===== src/rtl/io_input_conditioner.sv =====
// Board input conditioner for the RV32I core: two-flop synchronizers, per-bit debounce,
// zero-extended io buses, press/change event pulses and the core's active-low run switch.
module io_input_conditioner #(
    parameter int unsigned SW_WIDTH        = 18,
    parameter int unsigned PUSH_WIDTH      = 4,
    parameter int unsigned DEBOUNCE_CYCLES = 50000
) (
    input  logic                  clk_i,
    input  logic                  rst_i,
    input  logic [SW_WIDTH-1:0]   sw_raw_i,
    input  logic [PUSH_WIDTH-1:0] key_raw_i,
    output logic [31:0]           io_sw_o,
    output logic [31:0]           io_push_o,
    output logic [PUSH_WIDTH-1:0] push_press_o,
    output logic                  sw_change_o,
    output logic                  cpu_rst_no
);

    localparam int unsigned N  = SW_WIDTH + PUSH_WIDTH;
    localparam int unsigned CW = $clog2(DEBOUNCE_CYCLES);
    localparam logic [CW-1:0] LAST = CW'(DEBOUNCE_CYCLES - 1);
    // Idle raw levels: switches low, keys high (released).
    localparam logic [N-1:0] IDLE = {{PUSH_WIDTH{1'b1}}, {SW_WIDTH{1'b0}}};

    logic [N-1:0]          raw;
    logic [N-1:0]          sync1;
    logic [N-1:0]          sync2;
    logic [N-1:0]          stable;
    logic [CW-1:0]         cnt [N];
    logic [SW_WIDTH-1:0]   sw_stable;
    logic [SW_WIDTH-1:0]   sw_prev;
    logic [PUSH_WIDTH-1:0] pushed;
    logic [PUSH_WIDTH-1:0] pushed_prev;

    assign raw = {key_raw_i, sw_raw_i};

    // Two-flop synchronizer, one pair per bit.
    always_ff @(posedge clk_i or posedge rst_i) begin
        if (rst_i) begin
            sync1 <= IDLE;
            sync2 <= IDLE;
        end else begin
            sync1 <= raw;
            sync2 <= sync1;
        end
    end

    // Per-bit debounce: any return to the stable level restarts the full count.
    always_ff @(posedge clk_i or posedge rst_i) begin
        if (rst_i) begin
            stable <= IDLE;
            for (int i = 0; i < N; i++) cnt[i] <= '0;
        end else begin
            for (int i = 0; i < N; i++) begin
                if (sync2[i] == stable[i]) begin
                    cnt[i] <= '0;
                end else if (cnt[i] == LAST) begin
                    stable[i] <= sync2[i];
                    cnt[i]    <= '0;
                end else begin
                    cnt[i] <= cnt[i] + CW'(1);
                end
            end
        end
    end

    assign sw_stable = stable[SW_WIDTH-1:0];
    assign pushed    = ~stable[N-1:SW_WIDTH];

    // Registered edge detects on the debounced levels.
    always_ff @(posedge clk_i or posedge rst_i) begin
        if (rst_i) begin
            sw_prev      <= '0;
            pushed_prev  <= '0;
            push_press_o <= '0;
            sw_change_o  <= 1'b0;
        end else begin
            sw_prev      <= sw_stable;
            pushed_prev  <= pushed;
            push_press_o <= pushed & ~pushed_prev;
            sw_change_o  <= |(sw_stable ^ sw_prev);
        end
    end

    always_comb begin
        io_sw_o                    = '0;
        io_push_o                  = '0;
        io_sw_o[SW_WIDTH-1:0]      = sw_stable;
        io_push_o[PUSH_WIDTH-1:0]  = pushed;
    end

    assign cpu_rst_no = stable[SW_WIDTH-1];

endmodule

===== config.mk =====
export PLATFORM = sky130hd
export DESIGN_NAME = io_input_conditioner
export DESIGN_NICKNAME = d
export VERILOG_FILES = /design/src/rtl/io_input_conditioner.sv
export SDC_FILE = /design/constraint.sdc
export NUM_CORES = 1
export LEC_CHECK = 0
export CAP_MARGIN = 10
export CORE_UTILIZATION = 50
export DETAILED_ROUTE_END_ITERATION = 10
export PLACE_DENSITY = 0.68
export SETUP_SLACK_MARGIN = 0.3
export SLEW_MARGIN = 20
export SYNTH_ARGS = -nofsm -noshare
export SYNTH_HDL_FRONTEND = slang
export SYNTH_SLANG_ARGS = --single-unit

===== constraint.sdc =====
create_clock -name clk_i -period 17.91 [get_ports clk_i]
set_clock_uncertainty 0.2 [all_clocks]
set_input_delay 3.582 -clock clk_i [delete_from_list [all_inputs] [get_ports clk_i]]
set_output_delay 3.582 -clock clk_i [all_outputs]
set_load 0.02 [all_outputs]

==> out/qor.yml <==
min_path:
  hold_start: "sync1[16]"
  hold_depth: 0
  min_to: "sync2[16]"
  hold_path.class: "register to register"
outcome:
  status: "finished, violations left"
  violations: "DRC"
clock_tree:
  cts_tree: "built"
  cts_buffer_depth: 3
  cts_repair_resize_count: 0
  cts_buffers: 48
  postCtsSetupRepairBufs: 0
  clk_latency_ps: 580
  h-tree-depth: 2
  cts_root_buffer: "clkbuf_16"
  cts_hold_buf: 0
  cts.sinks: 445
  path_clk_slew_ps: 60
timing:
  fin_crit_sh_pct: 36.6
  tightest_slew_ps: 990
  hold_viol: 0
  slew_viol_final: 0
  maxSlewHeadroom_pct: 34.0
  rsz0062_at_grt: "false"
  final.setup.tns_ps: 0
  setup_viol: 0
  layout_min_cycle_time_ps: 6560
  max_freq_mhz: 152
synthesis:
  synth_top_area_share_pct: 52.4
  synth.ff_latch_count: 445
  synthArstFlopShare_pct: 100
  syn_area_per_cell_um2: 10.4
  synthFlopType: "dfrtp_1"
  yosysSeqAreaShare_pct: 53.9
  synthCells: 1988
  synth.area.top_cells: "dfrtp_1 52%, xnor2_1 11%, nor2_1 6.8%"
  ys_warn_count: 0
  synth.distinct_cells: 43
  synthDominantAreaCellType: "dfrtp_1"
  synth_edf_count: 0
  syn_area_mm2: 0.0207
critical_path:
  path_class: "primary input to async pin"
  cp-end-kind: "async pin"
  path_delay_family: "buffers and inverters"
  worst_setup_path_start_kind: "primary input"
  crit_path_frequent_cell: "buf_4"
  rr_startpoint: "cnt[176]"
  worstSetupPathDepth: 5
  cp_data_required_time_ps: 18280
  critPathMaxFanout: 141
  max_stage_delay_ps: 870
  path_buf_inv: 5
  crit_arrival_ps: 6930
  ff2ff_setup_slack_ps: 15650
  path_cells: "clkdlybuf4s50_1 -> inv_8 -> buf_4 -> buf_4 -> buf_4"
  slowest_stage: "buf_4"
  cp-startpoint: "rst_i"
  rr_worst_depth: 4
  r2r_end: "cnt[186]"
power:
  switching_power_mw: 0.478
  p_sw_share_pct: 22.0
  ir_worst_vdd_uv: 100
  clockPowerShare_pct: 49.0
  p_seq_share_pct: 47.8
  p_int_mw: 1.70
  power.density_mw_per_mm2: 93.6
  p_leak_nw: 9.42
  pwr-share-comb_pct: 3.2
grt:
  grt_pass1_wl_mm: 65.1
  antenna_found_initial: 0
  grt_overflow: 0
  grt_pass1_vias: 13700
  grt_usage_pct: 18.5
  grt_max_degree: 142
place:
  dp_hpwl_mm: 24.4
  port_buffers: 51
  place.gp.congestion: 0.844
  dp_cells: 2529
floorplanning:
  initial_core_util_pct: 50.6
  core_mm2: 0.0408
  die_w_um: 205
  dieArea_mm2: 0.0422
  io_pins: 94
  die-height_um: 205
  row_count: 74
routing:
  routed_wl_mm: 37.3
  drc_errors: 2
  ant_nets: 0
  drt_first_pass_iters: 8
  avgViaCountPerCell: 5.31
  routed-via-count: 13900
  routedWlPerCell_um: 14.2
  initialDrtViolationCount: 791
finish:
  synthToLayoutAreaGrowth_pct: 12.4
  num_antenna_cells: 0
  fin_cells: 2620
  final_cell_mix: "433 x dfrtp_1, 372 x nor2_1, 254 x xnor2_1"
  final_common_cell: "dfrtp_1"
  drive_above_1_share_pct: 7.28
  final_nets: 2094
flow_run:
  max-cap-violations: 0
## power by group through the flow
stage          Combinational (mW)  Clock, mW  Sequential, mW
2_1_floorplan              0.0602          0            1.05
3_3_place_gp               0.0688          0            1.06
3_5_place_dp               0.0708          0            1.06
4_1_cts                    0.0714       1.10            1.04
5_1_grt                    0.0816       1.14            1.04
6_report                   0.0696       1.07            1.04
## cells in the mapped netlist, drive strengths merged, types with 5 or more instances
cell    count
dfrtp     433
nor2      372
xnor2     254
nand3     125
nand4      96
nand2      92
nor4       88
xor2       75
nor3       69
buf        66
inv        65
and3       41
nor4bb     31
ha         22
mux2       22
clkbuf     21
a21oi      19
nor4b      19
or3        13
dfstp      12
o31ai       9
or4         9
or2         8
o41ai       6
o21ai       5
## how the worst max path moves through the flow
stage / to / slack [ps]
2_1_floorplan: cnt[0] / 1750
3_3_place_gp: cnt[71] / 10030
3_5_place_dp: cnt[70] / 9920
4_1_cts: cnt[233] / 10560
5_1_grt: cnt[77] / 10770
6_report: cnt[64] / 11350
## cell type report
cell class	instances	area, um2
fillers	3471	17600
inverters	65	251
flip-flops and latches	445	11200
well taps	532	666
clock inverters	25	332
repair buffers	56	572
clock buffers	65	1410
multi-input cells	1432	8860
## registers in the layout (all words and copies together), names as in the netlist
signal        flops
pushed_prev       4
sw_prev          18
sync1            22
sw_change_o       1
cnt             352
sync2            22
stable           22
push_press_o      4
## metal layers
metal  vias to the layer above  share of wire [%]  GRT usage [%]
met5                         -                  0              0
met4                         0                2.3           5.93
met3                        63                3.3           3.34
met2                       186                 47           30.1
met1                      6789                 47           25.1
li1                       6863                  -              -
## kinds of logic (layout without fill, tap and decap cells)
family,count (synthesis),count (layout),synth area share [%]
muxes,22,22,1.20
xor gates and xnor gates,329,329,13.9
DFF,445,445,53.9
AOI/OAI and AO/OA,41,41,1.68
adders and majority gates,22,22,1.33
other,1,42,0.0181
and+or+nand+nor,976,976,24.0
buffers and inverters,152,211,3.95
## per-stage QoR
stage / setup slack [ps] / total power, mW / hold slack [ps] / utilization [%] / instance area (um2)
detailed placement: 9920 / 1.13 / 135 / 52.6 / 21500
finish: 11350 / 2.17 / 146 / 56.9 / 23200
CTS: 10560 / 2.21 / 148 / 56.8 / 23200
floorplan: 1750 / 1.11 / 131 / - / 20800
global route: 10770 / 2.26 / 154 / 56.9 / 23200
global placement: 10030 / 1.13 / 134 / 52.6 / 21500
No activity file was read; power rests on OpenSTA's default activity.
